`src/rtl/bridge_sched_pkg.sv`:
```
// ---------------------------------------------------------------------------
// bridge_sched_pkg
// Shared types and constants for the bridge scheduler:
//   state_e               - scheduler FSM states
//   DRAM_AW / SD_AW       - DRAM and SD address widths
//   DATA_W                - response payload width (eight bridge bytes)
//   DEF_TIMEOUT_CYCLES    - default watchdog limit used when
//                           BRIDGE_SCHED_TIMEOUT_EN is defined
// ---------------------------------------------------------------------------
package bridge_sched_pkg;

    localparam int DRAM_AW            = 13;
    localparam int SD_AW              = 16;
    localparam int DATA_W             = 64;
    localparam int BYTES_PER_XFER     = DATA_W / 8;
    localparam int DEF_TIMEOUT_CYCLES = 4096;

    typedef enum logic [1:0] {
        ST_IDLE    = 2'd0,
        ST_ISSUE   = 2'd1,
        ST_COLLECT = 2'd2,
        ST_RESP    = 2'd3
    } state_e;

endpackage

```
`src/rtl/bridge_sched_rr_arb2.sv`:
```
// ---------------------------------------------------------------------------
// rr_arb2
// Two-requester round-robin grant logic (purely combinational).
//   req  [1:0] in  : request bits, bit0 = requester 0
//   last       in  : id of the requester granted most recently
//   gnt  [1:0] out : one-hot grant (all zero when no request)
// On a tie the requester that was not granted last wins; a lone requester
// always wins.
// ---------------------------------------------------------------------------
module rr_arb2 (
    input  logic [1:0] req,
    input  logic       last,
    output logic [1:0] gnt
);

    assign gnt[0] = req[0] & (~req[1] |  last);
    assign gnt[1] = req[1] & (~req[0] | ~last);

endmodule

```
`src/rtl/bridge_sched.sv`:
```
// ---------------------------------------------------------------------------
// bridge_sched
// Schedules two requesters onto a single byte-stream bridge, one transfer in
// flight at a time. FSM: IDLE -> ISSUE -> COLLECT -> RESP -> IDLE.
//
// Ports
//   clk, rst                     clock, async active-high reset
//   req_valid/req_ready [1:0]    per-requester request handshake
//   req_dir [1:0]                0 = DRAM->SD, 1 = SD->DRAM
//   req_addr_dram [1:0][12:0]    per-requester DRAM address
//   req_addr_sd   [1:0][15:0]    per-requester SD address
//   br_in_valid, br_direction,
//   br_addr_dram, br_addr_sd     bridge command (one-cycle pulse in ISSUE)
//   br_out_valid, br_out_data    bridge byte stream, MSB byte first
//   rsp_valid/rsp_ready          response handshake
//   rsp_id, rsp_data, rsp_err    response payload
//
// Handshakes: a transfer happens on a cycle where valid & ready are both 1.
// req_ready is combinational from the arbiter; rsp_valid is held with a
// stable payload until rsp_ready.
//
// Configuration: define BRIDGE_SCHED_TIMEOUT_EN to add a COLLECT watchdog
// that ends the transfer with rsp_err=1 and rsp_data=0 after TIMEOUT_CYCLES
// byte-less cycles. Without it rsp_err is tied 0 and COLLECT waits forever.
// ---------------------------------------------------------------------------
module bridge_sched
    import bridge_sched_pkg::*;
#(
    parameter int TIMEOUT_CYCLES = DEF_TIMEOUT_CYCLES
) (
    input  logic                     clk,
    input  logic                     rst,
    input  logic [1:0]               req_valid,
    output logic [1:0]               req_ready,
    input  logic [1:0]               req_dir,
    input  logic [1:0][DRAM_AW-1:0]  req_addr_dram,
    input  logic [1:0][SD_AW-1:0]    req_addr_sd,
    output logic                     br_in_valid,
    output logic                     br_direction,
    output logic [DRAM_AW-1:0]       br_addr_dram,
    output logic [SD_AW-1:0]         br_addr_sd,
    input  logic                     br_out_valid,
    input  logic [7:0]               br_out_data,
    output logic                     rsp_valid,
    input  logic                     rsp_ready,
    output logic                     rsp_id,
    output logic [DATA_W-1:0]        rsp_data,
    output logic                     rsp_err
);

    state_e              state_q, state_d;
    logic                last_q, last_d;
    logic                id_q, id_d;
    logic                dir_q, dir_d;
    logic [DRAM_AW-1:0]  dram_q, dram_d;
    logic [SD_AW-1:0]    sd_q, sd_d;
    logic [3:0]          cnt_q, cnt_d;
    logic [DATA_W-1:0]   data_q, data_d;
    logic [1:0]          gnt;

`ifdef BRIDGE_SCHED_TIMEOUT_EN
    localparam int WD_W = $clog2(TIMEOUT_CYCLES + 1);
    logic [WD_W-1:0]     wdog_q, wdog_d;
    logic                err_q, err_d;
`else
    logic                unused_timeout;
    assign unused_timeout = ^TIMEOUT_CYCLES;
`endif

    rr_arb2 u_arb (
        .req  (req_valid),
        .last (last_q),
        .gnt  (gnt)
    );

    // Grants are only offered while idle, so at most one transfer is in flight.
    assign req_ready = (state_q == ST_IDLE) ? gnt : 2'b00;

    always_comb begin
        state_d = state_q;
        last_d  = last_q;
        id_d    = id_q;
        dir_d   = dir_q;
        dram_d  = dram_q;
        sd_d    = sd_q;
        cnt_d   = cnt_q;
        data_d  = data_q;
`ifdef BRIDGE_SCHED_TIMEOUT_EN
        wdog_d  = wdog_q;
        err_d   = err_q;
`endif
        case (state_q)
            ST_IDLE: begin
                if (|(req_valid & req_ready)) begin
                    id_d    = gnt[1];
                    dir_d   = req_dir[gnt[1]];
                    dram_d  = req_addr_dram[gnt[1]];
                    sd_d    = req_addr_sd[gnt[1]];
                    state_d = ST_ISSUE;
                end
            end
            ST_ISSUE: begin
                // Everything COLLECT accumulates into is cleared on entry.
                cnt_d   = 4'd0;
                data_d  = '0;
`ifdef BRIDGE_SCHED_TIMEOUT_EN
                wdog_d  = '0;
                err_d   = 1'b0;
`endif
                state_d = ST_COLLECT;
            end
            ST_COLLECT: begin
                // A byte wins over a watchdog expiry in the same cycle.
                if (br_out_valid) begin
                    for (int k = 0; k < BYTES_PER_XFER; k++) begin
                        if (cnt_q == 4'(k)) begin
                            data_d[DATA_W-1-8*k -: 8] = br_out_data;
                        end
                    end
                    cnt_d = cnt_q + 4'd1;
`ifdef BRIDGE_SCHED_TIMEOUT_EN
                    wdog_d = '0;
`endif
                    if (cnt_q == 4'(BYTES_PER_XFER - 1)) begin
                        state_d = ST_RESP;
                    end
                end
`ifdef BRIDGE_SCHED_TIMEOUT_EN
                else if (wdog_q == WD_W'(TIMEOUT_CYCLES - 1)) begin
                    err_d   = 1'b1;
                    data_d  = '0;
                    state_d = ST_RESP;
                end else begin
                    wdog_d = wdog_q + WD_W'(1);
                end
`endif
            end
            ST_RESP: begin
                if (rsp_ready) begin
                    last_d  = id_q;
                    state_d = ST_IDLE;
                end
            end
            default: state_d = ST_IDLE;
        endcase
    end

    always_ff @(posedge clk or posedge rst) begin
        if (rst) begin
            state_q <= ST_IDLE;
            last_q  <= 1'b1;
            id_q    <= 1'b0;
            dir_q   <= 1'b0;
            dram_q  <= '0;
            sd_q    <= '0;
            cnt_q   <= 4'd0;
            data_q  <= '0;
`ifdef BRIDGE_SCHED_TIMEOUT_EN
            wdog_q  <= '0;
            err_q   <= 1'b0;
`endif
        end else begin
            state_q <= state_d;
            last_q  <= last_d;
            id_q    <= id_d;
            dir_q   <= dir_d;
            dram_q  <= dram_d;
            sd_q    <= sd_d;
            cnt_q   <= cnt_d;
            data_q  <= data_d;
`ifdef BRIDGE_SCHED_TIMEOUT_EN
            wdog_q  <= wdog_d;
            err_q   <= err_d;
`endif
        end
    end

    // Outputs decode registered state only; command and response fields are
    // forced to zero outside their own state.
    assign br_in_valid  = (state_q == ST_ISSUE);
    assign br_direction = br_in_valid & dir_q;
    assign br_addr_dram = br_in_valid ? dram_q : '0;
    assign br_addr_sd   = br_in_valid ? sd_q : '0;

    assign rsp_valid    = (state_q == ST_RESP);
    assign rsp_id       = rsp_valid & id_q;
    assign rsp_data     = rsp_valid ? data_q : '0;
`ifdef BRIDGE_SCHED_TIMEOUT_EN
    assign rsp_err      = rsp_valid & err_q;
`else
    assign rsp_err      = 1'b0;
`endif

endmodule
```
`config.mk`:
```
export PLATFORM = sky130hd
export DESIGN_NAME = bridge_sched
export DESIGN_NICKNAME = d
export VERILOG_FILES = /design/src/rtl/bridge_sched_pkg.sv /design/src/rtl/bridge_sched_rr_arb2.sv /design/src/rtl/bridge_sched.sv
export SDC_FILE = /design/constraint.sdc
export NUM_CORES = 1
export LEC_CHECK = 0
export ABC_CLOCK_PERIOD_IN_PS = 4300
export CAP_MARGIN = 40
export CORE_MARGIN = 2
export CORE_UTILIZATION = 47
export DETAILED_ROUTE_END_ITERATION = 12
export PLACE_DENSITY_LB_ADDON = 0.2
export SLEW_MARGIN = 20
export SYNTH_ARGS = -nofsm -noshare
export SYNTH_HDL_FRONTEND = slang
export SYNTH_HIERARCHICAL = 1
export SYNTH_SLANG_ARGS = --single-unit
export TNS_END_PERCENT = 1
```
`constraint.sdc`:
```
create_clock -name clk -period 4.3 [get_ports clk]
set_input_delay 0.86 -clock clk [delete_from_list [all_inputs] [get_ports clk]]
set_output_delay 0.86 -clock clk [all_outputs]
set_load 0.05 [all_outputs]
```
**After elaboration in Yosys (flattened, before gate mapping)**

Index checks and enable logic that the tools add are counted.

- Add/subtract/negate cells: 1
- $lt $le $gt $ge: 1
- Equal/unequal tests: 21
- Muxes and demuxes: 27
- Bitwise operators: 10
- Reductions and logical operators: 16

Operators by type and width:

| cell | number |
|---|---|
| $mux 64 | 2 |
| $pmux 64 s2 | 1 |
| $mux 8 | 8 |
| $mux 16 | 3 |
| $mux 13 | 3 |
| $reduce_and 3->1 | 8 |
| $ne 2x2->1 const B | 9 |
| $eq 4x3->1 const B | 4 |
| $mux 2 | 5 |
| $eq 4x2->1 const B | 2 |
| $pmux 2 s4 | 1 |
| $pmux 4 s2 | 1 |
| $reduce_and 2->1 | 3 |
| $add 4x1->4 const B | 1 |
| $and 1x1->1 | 4 |
| $eq 2x2->1 const B | 2 |
| $eq 4x1->1 const B | 1 |
| $logic_not 4->1 | 1 |
| $mux 4 | 1 |
| $ne 2x1->1 const B | 2 |
| $reduce_and 4->1 | 1 |
| $not 1->1 | 3 |
| $and 2x2->2 | 1 |
| $eq 2x1->1 const B | 1 |
| 6 further kinds | 8 |

- Flip-flop bits (word level): 102
- Bits of input ports: 74
- Output and inout bits: 100
- Word-level logic and storage cells: 91

**Depth between registers and ports, before layout**

Gate-level depths: netlist of the first run.

- Word-level depth: 8
- Gate-level depth with buffers: 8
- Gate-level depth less buffers: 5

**Hierarchy**

The synthesis of the first run kept the hierarchy.

By module, submodules not included:

| module | times used | cells each | area an instance (sq um) | seq. area each (sq um) |
|---|---|---|---|---|
| bridge_sched | 1 | 516 | 5,312.6 | 2,553.7 |
| rr_arb2 | 1 | 3 | 18.8 | 0.0 |

**Worst setup path before layout of the first run**

No wires, ideal clock.

- Path type: input-to-output
- Start point: in req_valid[1]
- End point: out req_ready[1]
- Arrival: 1,881 ps
- Data required time: 3,440 ps
- Path slack: 1,559 ps
- Stages on the path: 4
- Path buffers: 2
- Cells stage by stage: a21boi_0 > buf_2 > buf_2 > and2_1

- Longest elaborated chain between the ends: 2

Ends and longest elaborated chain:

| what | RTL line | text |
|---|---|---|
| start: declaration | bridge_sched.sv:33 | `input logic [1:0] req_valid,` |
| $and 1x1->1 | bridge_sched_rr_arb2.sv:17 | `assign gnt[1] = req[1] & (~req[0] \| ~last);` |
| $mux 2 | bridge_sched.sv:77 | `assign req_ready = (state_q == ST_IDLE) ? gnt : 2'b00;` |
| end: declaration | bridge_sched.sv:34 | `output logic [1:0] req_ready,` |

No other way between the ends.

**Final worst setup path of the first run**

- Start point: in req_valid[0]
- End point: out req_ready[0]

- Longest elaborated chain between the ends: 2

Ends and longest elaborated chain:

| what | RTL line | text |
|---|---|---|
| $and 1x1->1 | bridge_sched_rr_arb2.sv:16 | `assign gnt[0] = req[0] & (~req[1] \| last);` |
| named net gnt[0] | bridge_sched.sv:59 | `logic [1:0] gnt;` |
| $mux 2 | bridge_sched.sv:77 |  |

The timed path passes the listed nets, and every way through them passes these cells.

==> results of run 1 <==
-- Yosys cell counts (all sizes together) --
| library cell | instances |
|---|---|
| a22o | 2 |
| buf | 17 |
| nand2b | 2 |
| nand4 | 1 |
| conb | 1 |
| a22oi | 1 |
| or3 | 1 |
| ha | 8 |
| nand4b | 1 |
| mux2i | 96 |
| a221oi | 1 |
| nor2b | 1 |
| a21boi | 3 |
| o21ai | 3 |
| mux2 | 4 |
| a21oi | 30 |
| nand3 | 4 |
| clkbuf | 24 |
| o32a | 1 |
| nor3 | 3 |
| nand2 | 67 |
| a31oi | 30 |
| and2 | 98 |
| inv | 14 |
| nor2 | 4 |
| dfrtp | 101 |
| dfstp | 1 |
-- routing by layer --
layer | up-vias | global-route usage
met2 | 139 | 0.360
met4 | 0 | 0.0450
li1 | 2060 | -
met1 | 2095 | 0.271
met5 | - | 0
met3 | 7 | 0.0472
-- cell families (layout without fill, tap and decap cells) --
family / after synthesis / in the layout / share of synthesized area
AOI/OAI and AO/OA: 71 / 71 / 0.0807
adders and majority gates: 8 / 8 / 0.0188
buffers and inverters: 55 / 212 / 0.0453
DFF: 102 / 102 / 0.479
muxes: 100 / 100 / 0.189
other: 1 / 1 / 0.000703
and+or+nand+nor: 182 / 182 / 0.187
-- worst max-delay path, stage by stage --
cell and delay, ns:
clkdlybuf4s50_1 0.57, a21boi_1 0.26, and2_1 0.17, clkdlybuf4s50_1 0.80
-- flip-flops by register name, indices dropped and copies added, names as in the netlist --
signal   flops
data_q      64
sd_q        16
dram_q      13
cnt_q        4
state_q      2
dir_q        1
id_q         1
last_q       1
-- through the flow --
stage,hold WS (ns),cells,power (W),instance area [um2],utilization
finish,0.520,816,0.00431,7480,0.684
global route,0.545,816,0.00456,7480,0.684
CTS,0.520,816,0.00434,7480,0.684
detailed placement,0.508,800,0.00352,7170,0.656
global placement,0.504,797,0.00343,7110,0.650
floorplan,0.488,519,0.00285,5330,-
-- path summary, 6_finish.rpt --
path                                        startpoint                      to  cells past startpoint
worst max-delay path                      req_valid[0]            req_ready[0]                      4
worst max register to register  state_q[1]$_DFFE_PP0P_   data_q[7]$_DFFE_PP0P_                      8
max in group asynchronous                          rst  data_q[55]$_DFFE_PP0P_                      4
min in group asynchronous                          rst     sd_q[2]$_DFFE_PP0P_                      2
worst min register to register  data_q[51]$_DFFE_PP0P_  data_q[51]$_DFFE_PP0P_                      2
worst min-delay path            data_q[51]$_DFFE_PP0P_  data_q[51]$_DFFE_PP0P_                      2
-- where the power goes --
group | internal, W | total (W) | switching, W
clock network | 0.000413 | 0.000807 | 0.000394
registers | 0.00124 | 0.00140 | 0.000159
logic | 0.000745 | 0.00211 | 0.00136
-- cell usage in the layout, fill, tap and decap left out, drive strengths merged --
cell	instances
o32a	1
inv	17
nor3	3
nand2b	2
a22oi	1
clkdlybuf4s50	172
mux2	4
o21ai	3
clkbuf	9
a22o	2
a21boi	3
nand3	4
buf	10
nand4	1
nor2b	1
dfrtp	101
or3	1
clkinv	4
and2	98
nor2	4
nand4b	1
a31oi	30
a21oi	30
nand2	67
conb	1
dfstp	1
mux2i	96
a221oi	1
ha	8
-- final cells by class --
class / instances / area (um2)
flip-flops and latches: 102 / 2550
fillers: 897 / 3460
multi-input cells: 362 / 2550
clock buffers: 9 / 225
well taps: 140 / 175
inverters: 14 / 55.1
clock inverters: 7 / 78.8
repair buffers: 182 / 1840
==> impl_metrics.env, run 1 <==
export IMPL_rows=38
export IMPL_synth_cell_types=34
export IMPL_ys_warn_count=6
export IMPL_cap_violations=0
export IMPL_first_pass_iters=4
export IMPL_fin_crit_sh=0.820
export IMPL_final_setup_tns_ns=0
export IMPL_met3_length_um=876
export IMPL_syn_area_per_cell_um2=10.3
export IMPL_nNetsFinal=753
export IMPL_clk_path_buf_depth=2
export IMPL_status="finished, final reports clean"
export IMPL_worst_slack_ns=0.774
export IMPL_worst_pin_slew_ns=0.613
export IMPL_p_per_area_nw_per_um2=576
export IMPL_path_max_fanout=4
export IMPL_syn_inst=519
export IMPL_drive_gt1_frac=0.0636
export IMPL_drt_wl_total_um=13000
export IMPL_synth_seq_cells=102
export IMPL_diodes=0
export IMPL_postCtsSetupBuffers=0
export IMPL_syn_to_final_growth_pct=40.3
export IMPL_portBuffers=172
export IMPL_ir_drop_v=0.000382
export IMPL_pre_cts_slack_ns=0.777
export IMPL_setup_viol=0
export IMPL_via_count=4301
export IMPL_grt_pass1_vias=4191
export IMPL_end_kind="output port"
export IMPL_fin_crit_ns=3.53
export IMPL_top_layer="met4"
export IMPL_hpwl_um=9330
export IMPL_netlist_area_um2=5330
export IMPL_synth_area_leaders="dfrtp_1 47%, mux2i_1 18%, and2_1 11%"
export IMPL_worstSetupPathType="in -> out"
export IMPL_track_usage=0.209
export IMPL_seq_area_frac_synth=0.479
export IMPL_dieWidth_um=111
export IMPL_ios=174
export IMPL_slew_headroom=0.591
export IMPL_cts_buffers=9
export IMPL_cp_required_ns=3.44
export IMPL_hold_class="reg -> reg"
export IMPL_clkSlewWorstSetupHoldPaths_ns=0.07
export IMPL_drv_slew=0
export IMPL_clock_fmax_mhz=284
export IMPL_ctsResizeCount=0
export IMPL_wl_met1_um=5640
export IMPL_grt_pass1_wl_um=21000
export IMPL_place_gp_congestion=0.831
export IMPL_grt_start_max_net_pins=64
export IMPL_numClockSinks=102
export IMPL_htreeDepth=3
export IMPL_synth_top_area_share=0.474
export IMPL_drtAntennaViolNets=0
export IMPL_worst_clock_skew_ns=0.0124
export IMPL_initial_core_util=0.488
export IMPL_die_area_um2=12200
export IMPL_wl_per_cell_um=16.0
export IMPL_hold_violations=0
export IMPL_p_leak_nw=3.14
export IMPL_drt_iter0_drc=166
export IMPL_r2r_setup_slack_ns=1.94
export IMPL_cts_tree="yes"
export IMPL_rsz0062_at_grt="no"
export IMPL_clockRootBuffer="clkbuf_16"
export IMPL_critPathArrivalTime_ns=2.67
export IMPL_core_um2=10900
export IMPL_antenna_found_initial=0
export IMPL_met2WireLength_um=6440
export IMPL_cts_hold_buf=0
export IMPL_yosysTopAreaCell="dfrtp_1"
export IMPL_clock_latency_ns=0.34
export IMPL_overflow=0
export IMPL_drc=0
export IMPL_avgViaCountPerCell=5.27
export IMPL_synth_net_count=601
export IMPL_start_kind="input pin"
export IMPL_die_y_um=111
No activity file was read; power rests on OpenSTA's default activity.
==> run 2: changes to the inputs <==
--- a/config.mk
+++ b/config.mk
@@ -5,7 +5,7 @@
 export SDC_FILE = /design/constraint.sdc
 export NUM_CORES = 1
 export LEC_CHECK = 0
-export ABC_CLOCK_PERIOD_IN_PS = 4300
+export ABC_CLOCK_PERIOD_IN_PS = 3600
 export CAP_MARGIN = 40
 export CORE_MARGIN = 2
 export CORE_UTILIZATION = 47
==> constraint.sdc (replaced) <==
create_clock -name clk -period 3.6 [get_ports clk]
set_input_delay 0.72 -clock clk [delete_from_list [all_inputs] [get_ports clk]]
set_output_delay 0.72 -clock clk [all_outputs]
set_load 0.05 [all_outputs]
==> run 2 against run 1 <==
Clock skew shrank 0.0032 ns; worst setup slack lost 0.25 ns; clock-buffer cell count is the same; first-iteration DRC count shrank 18%; die area is the same; clock power grew 23%; final cell count shrank 0.12%; register-to-register slack lost 0.70 ns.
==> impl_metrics.env, run 2 (same netlist as run 1, synthesis figures left out) <==
export IMPL_initial_core_util=0.488
export IMPL_r2r_setup_slack_ns=1.24
export IMPL_clk_path_buf_depth=2
export IMPL_core_um2=10900
export IMPL_hold_path_startpoint="data_q[45]$_DFFE_PP0P_"
export IMPL_dieWidth_um=111
export IMPL_status="finished, final reports clean"
export IMPL_total_power_w=0.00514
export IMPL_drv_slew=0
export IMPL_drt_iter0_drc=136
export IMPL_grt_pass1_vias=4199
export IMPL_wl_per_cell_um=16.1
export IMPL_clockRootBuffer="clkbuf_16"
export IMPL_overflow=0
export IMPL_postCtsSetupBuffers=0
export IMPL_regMostFlops="data_q"
export IMPL_htreeDepth=3
export IMPL_p_int_w=0.00288
export IMPL_drive_gt1_frac=0.161
export IMPL_numClockSinks=102
export IMPL_p_per_area_nw_per_um2=706
export IMPL_n_fill_cell=910
export IMPL_grt_start_max_net_pins=103
export IMPL_first_pass_iters=4
export IMPL_ir_drop_v=0.000543
export IMPL_grt_pass1_wl_um=21400
export IMPL_hpwl_um=9070
export IMPL_portBuffers=172
export IMPL_seq_power_share=0.330
export IMPL_worst_pin_slew_ns=0.599
export IMPL_fin_area_um2=7280
export IMPL_power_switching_w=0.00226
export IMPL_cts_buffers=9
export IMPL_combinationalPowerShare=0.477
export IMPL_rsz0062_at_grt="no"
export IMPL_dpl_cell_area_um2=6970
export IMPL_cts_tree="yes"
export IMPL_drc=0
export IMPL_layout_cells_most_common="clkdlybuf4s50_1"
export IMPL_whs_endpoint="data_q[45]$_DFFE_PP0P_"
export IMPL_power_switching_share=0.439
export IMPL_setup_viol=0
export IMPL_hold_violations=0
export IMPL_max_stage_delay_ns=0.81
export IMPL_seq_area_um2=2550
export IMPL_largest_register_ffs=64
export IMPL_clkSlewWorstSetupHoldPaths_ns=0.07
export IMPL_track_usage=0.215
export IMPL_end_kind="output port"
export IMPL_rows=38
export IMPL_hold_class="reg -> reg"
export IMPL_hold_depth=2
export IMPL_drtAntennaViolNets=0
export IMPL_nNetsFinal=752
export IMPL_final_cell_mix="105 x clkdlybuf4s50_1, 101 x dfrtp_1, 98 x and2_1, 96 x mux2i_1, 75 x buf_4"
export IMPL_die_y_um=111
export IMPL_antenna_found_initial=0
export IMPL_fin_crit_ns=3.07
export IMPL_cp_cell_sequence="inv_1 -> ha_1 -> buf_4 -> and2_1 -> clkdlybuf4s50_1"
export IMPL_worstSetupPathType="reg -> out"
export IMPL_ctsResizeCount=0
export IMPL_cp_required_ns=2.88
export IMPL_ios=174
export IMPL_via_count=4227
export IMPL_cap_violations=0
export IMPL_reg_top3="data_q (64), sd_q (16), dram_q (13)"
export IMPL_clock_fmax_mhz=325
export IMPL_final_setup_tns_ns=0
export IMPL_worst_clock_skew_ns=0.00921
export IMPL_path_max_fanout=31
export IMPL_die_area_um2=12200
export IMPL_drt_wl_total_um=13100
export IMPL_slew_headroom=0.601
export IMPL_pwr_share_clk=0.193
export IMPL_start_kind="register"
export IMPL_critPathArrivalTime_ns=2.35
export IMPL_timing_rr_end="data_q[4]$_DFFE_PP0P_"
export IMPL_cts_hold_buf=0
export IMPL_r2r_start="state_q[0]$_DFFE_PP0P_"
export IMPL_p_leak_nw=3.26
export IMPL_avgViaCountPerCell=5.19
export IMPL_fin_crit_sh=0.854
export IMPL_multi_input_area_um2=2550
export IMPL_place_gp_congestion=0.795
export IMPL_syn_to_final_growth_pct=36.5
export IMPL_clock_latency_ns=0.34
export IMPL_diodes=0
export IMPL_worst_r2r_path_depth=6
export IMPL_slowest_stage="clkdlybuf4s50_1"
## run 2: changes by cell type in the layout (fill, tap and decap cells not counted), sizes merged
cell,before,now
clkinvlp,0,1
bufinv,0,1
clkdlybuf4s50,172,105
clkinv,4,2
buf,10,76
## run 2: area by class of cell
| type | instances | share of cell area |
|---|---|---|
| flip-flops and latches | 102 | 0.351 |
| multi-input cells | 362 | 0.351 |
| clock buffers | 9 | 0.0309 |
| repair buffers | 181 | 0.225 |
| well taps | 140 | 0.0241 |
| inverters | 14 | 0.00757 |
| clock inverters | 7 | 0.0110 |
## run 2: worst max-delay path by stage
stage                                      start                     to  slack (ns)
after floorplan                              rst   cnt_q[0]$_DFFE_PP0P_        0.21
after global placement    state_q[1]$_DFFE_PP0P_        br_addr_dram[0]        0.95
after detailed placement            req_valid[0]  dram_q[2]$_DFFE_PP0P_        0.86
after CTS                 state_q[1]$_DFFE_PP0P_        br_addr_dram[5]        0.51
after global routing      state_q[1]$_DFFE_PP0P_        br_addr_dram[5]        0.40
final                     state_q[1]$_DFFE_PP0P_        br_addr_dram[2]        0.53
## run 2: metrics by stage
stage	setup slack [ns]	hold WS, ns	std cells	utilization
CTS	0.506	0.522	815	0.665
finish	0.526	0.520	815	0.665
global route	0.397	0.532	815	0.665
floorplan	0.206	0.488	519	-
global placement	0.953	0.503	799	0.638
detailed placement	0.863	0.510	799	0.638
## run 2: power by group through the flow
stage               logic (W)  registers (W)  clock network [W]
finish                0.00245        0.00170           0.000991
global route          0.00264        0.00173            0.00106
CTS                   0.00247        0.00169            0.00101
detailed placement    0.00246        0.00170                  0
global placement      0.00240        0.00171                  0
floorplan             0.00179        0.00161                  0
## run 2: worst max-delay path: cells and delay by family (launching register included)
family | cells | cell delay, ns
adders and majority gates | 1 | 0.22
and+or+nand+nor | 1 | 0.18
DFF | 1 | 0.41
buffers and inverters | 3 | 1.20
## run 2: routing by layer
metal | vias up | track usage | share of wire
met4 | 0 | 0.0575 | 0.0087
li1 | 2043 | - | -
met3 | 9 | 0.0456 | 0.059
met2 | 141 | 0.355 | 0.49
met1 | 2034 | 0.288 | 0.45
met5 | - | 0 | 0
==> run 3: changes to the inputs <==
--- a/config.mk
+++ b/config.mk
@@ -11,6 +11,7 @@
 export CORE_UTILIZATION = 47
 export DETAILED_ROUTE_END_ITERATION = 12
 export PLACE_DENSITY_LB_ADDON = 0.2
+export REMOVE_ABC_BUFFERS = 1
 export SLEW_MARGIN = 20
 export SYNTH_ARGS = -nofsm -noshare
 export SYNTH_HDL_FRONTEND = slang
==> run 3 against run 2 <==
Sequential power barely moved; wire length decreased by 0.23%; worst setup slack got worse by 0.039 ns; via count hardly changed; non-clock buffer count is 2 higher; critical endpoint is now br_addr_sd[1]; highest routed layer unchanged; critical path type unchanged.
==> impl_metrics.env, run 3 (same netlist as run 1, synthesis figures left out) <==
export IMPL_status="finished, final reports clean"
export IMPL_regMostFlops="data_q"
export IMPL_ir_drop_v=0.000510
export IMPL_startpoint="state_q[1]$_DFFE_PP0P_"
export IMPL_cts_hold_buf=0
export IMPL_start_kind="register"
export IMPL_wl_per_cell_um=16.0
export IMPL_drv_slew=0
export IMPL_portBuffers=172
export IMPL_fin_crit_sh=0.865
export IMPL_place_gp_congestion=0.758
export IMPL_worstSetupPathType="reg -> out"
export IMPL_clockRootBuffer="clkbuf_16"
export IMPL_hpwl_um=9400
export IMPL_diodes=0
export IMPL_overflow=0
export IMPL_hold_path_startpoint="data_q[6]$_DFFE_PP0P_"
export IMPL_initial_core_util=0.488
export IMPL_drt_wl_total_um=13100
export IMPL_cap_violations=0
export IMPL_reg_top3="data_q (64), sd_q (16), dram_q (13)"
export IMPL_p_per_area_nw_per_um2=711
export IMPL_ios=174
export IMPL_fin_crit_ns=3.11
export IMPL_drc=0
export IMPL_grt_pass1_vias=4186
export IMPL_largest_register_ffs=64
export IMPL_avgViaCountPerCell=5.17
export IMPL_layout_cells_most_common="clkdlybuf4s50_1"
export IMPL_clkSlewWorstSetupHoldPaths_ns=0.08
export IMPL_hold_class="reg -> reg"
export IMPL_die_y_um=111
export IMPL_cp_required_ns=2.88
export IMPL_via_count=4225
export IMPL_clk_path_buf_depth=2
export IMPL_worst_clock_skew_ns=0.0124
export IMPL_cts_tree="yes"
export IMPL_postCtsSetupBuffers=0
export IMPL_final_setup_tns_ns=0
export IMPL_numClockSinks=102
export IMPL_clock_fmax_mhz=321
export IMPL_ctsResizeCount=0
export IMPL_total_power_w=0.00521
export IMPL_clock_latency_ns=0.35
export IMPL_setup_viol=0
export IMPL_antenna_found_initial=0
export IMPL_final_cell_mix="104 x clkdlybuf4s50_1, 101 x dfrtp_1, 98 x and2_1, 96 x mux2i_1, 76 x buf_4"
export IMPL_drt_iter0_drc=132
export IMPL_path_max_fanout=25
export IMPL_dieWidth_um=111
export IMPL_worst_pin_slew_ns=0.661
export IMPL_drtAntennaViolNets=0
export IMPL_htreeDepth=3
export IMPL_cts_buffers=9
export IMPL_track_usage=0.211
export IMPL_nNetsFinal=754
export IMPL_grt_pass1_wl_um=21100
export IMPL_end_kind="output port"
export IMPL_rows=38
export IMPL_drive_gt1_frac=0.165
export IMPL_die_area_um2=12200
export IMPL_first_pass_iters=5
export IMPL_grt_start_max_net_pins=66
export IMPL_rsz0062_at_grt="no"
export IMPL_hold_violations=0
export IMPL_slew_headroom=0.559
export IMPL_syn_to_final_growth_pct=37.5
export IMPL_p_leak_nw=3.29
export IMPL_r2r_start="last_q$_DFFE_PP1P_"
export IMPL_critPathArrivalTime_ns=2.39
export IMPL_core_um2=10900
[run 3: cell count changes in the layout (fill, tap and decap cells not counted)]
cell	delta
inv_8	+3
buf_12	+1
buf_16	+1
inv_6	-2
clkinv_4	-1
clkdlybuf4s50_1	-1
buf_4	+1
[run 3: path summary, 6_finish.rpt]
kind | endpoint | slack (ns) | cells past startpoint
hold / removal | data_q[6]$_DFFE_PP0P_ | 0.52 | 2
min in group asynchronous | data_q[27]$_DFFE_PP0P_ | 0.82 | 2
max in group asynchronous | data_q[59]$_DFFE_PP0P_ | 2.05 | 3
setup / recovery | br_addr_sd[1] | 0.49 | 5
setup reg to reg | sd_q[4]$_DFFE_PP0P_ | 1.51 | 6
hold reg to reg | data_q[6]$_DFFE_PP0P_ | 0.52 | 2
[run 3: cell type report]
type | count | area (um2)
fillers | 871 | 3610
flip-flops and latches | 102 | 2550
multi-input cells | 362 | 2550
repair buffers | 183 | 1680
clock buffers | 9 | 225
well taps | 140 | 175
clock inverters | 7 | 87.6
inverters | 14 | 55.1
[run 3: power by group]
part           total (W)  internal (W)  switching (W)
combinational    0.00251      0.000895        0.00161
sequential       0.00169       0.00148       0.000212
clock            0.00101      0.000558       0.000456
total            0.00521       0.00293        0.00228
[run 3: through the flow]
stage | instances | area [um2] | utilization | hold slack [ns] | setup slack [ns]
floorplan | 478 | 5140 | - | 0.488 | -2.45
global placement | 800 | 6990 | 0.639 | 0.500 | 0.922
detailed placement | 800 | 6990 | 0.639 | 0.511 | 0.770
CTS | 816 | 7300 | 0.668 | 0.522 | 0.468
global route | 817 | 7330 | 0.670 | 0.541 | 0.388
finish | 817 | 7330 | 0.670 | 0.521 | 0.487
[run 3: critical path, cell delays in order, from the launching register on]
cell             delay [ns]
dfrtp_1                0.41
inv_1                  0.10
ha_1                   0.37
buf_12                 0.20
and2_1                 0.15
clkdlybuf4s50_1        0.82
[run 3: routing by layer]
layer | wire length (um) | track usage
met1 | 5610 | 0.278
met4 | 155 | 0.0550
met3 | 844 | 0.0434
met5 | 0 | 0
met2 | 6490 | 0.356
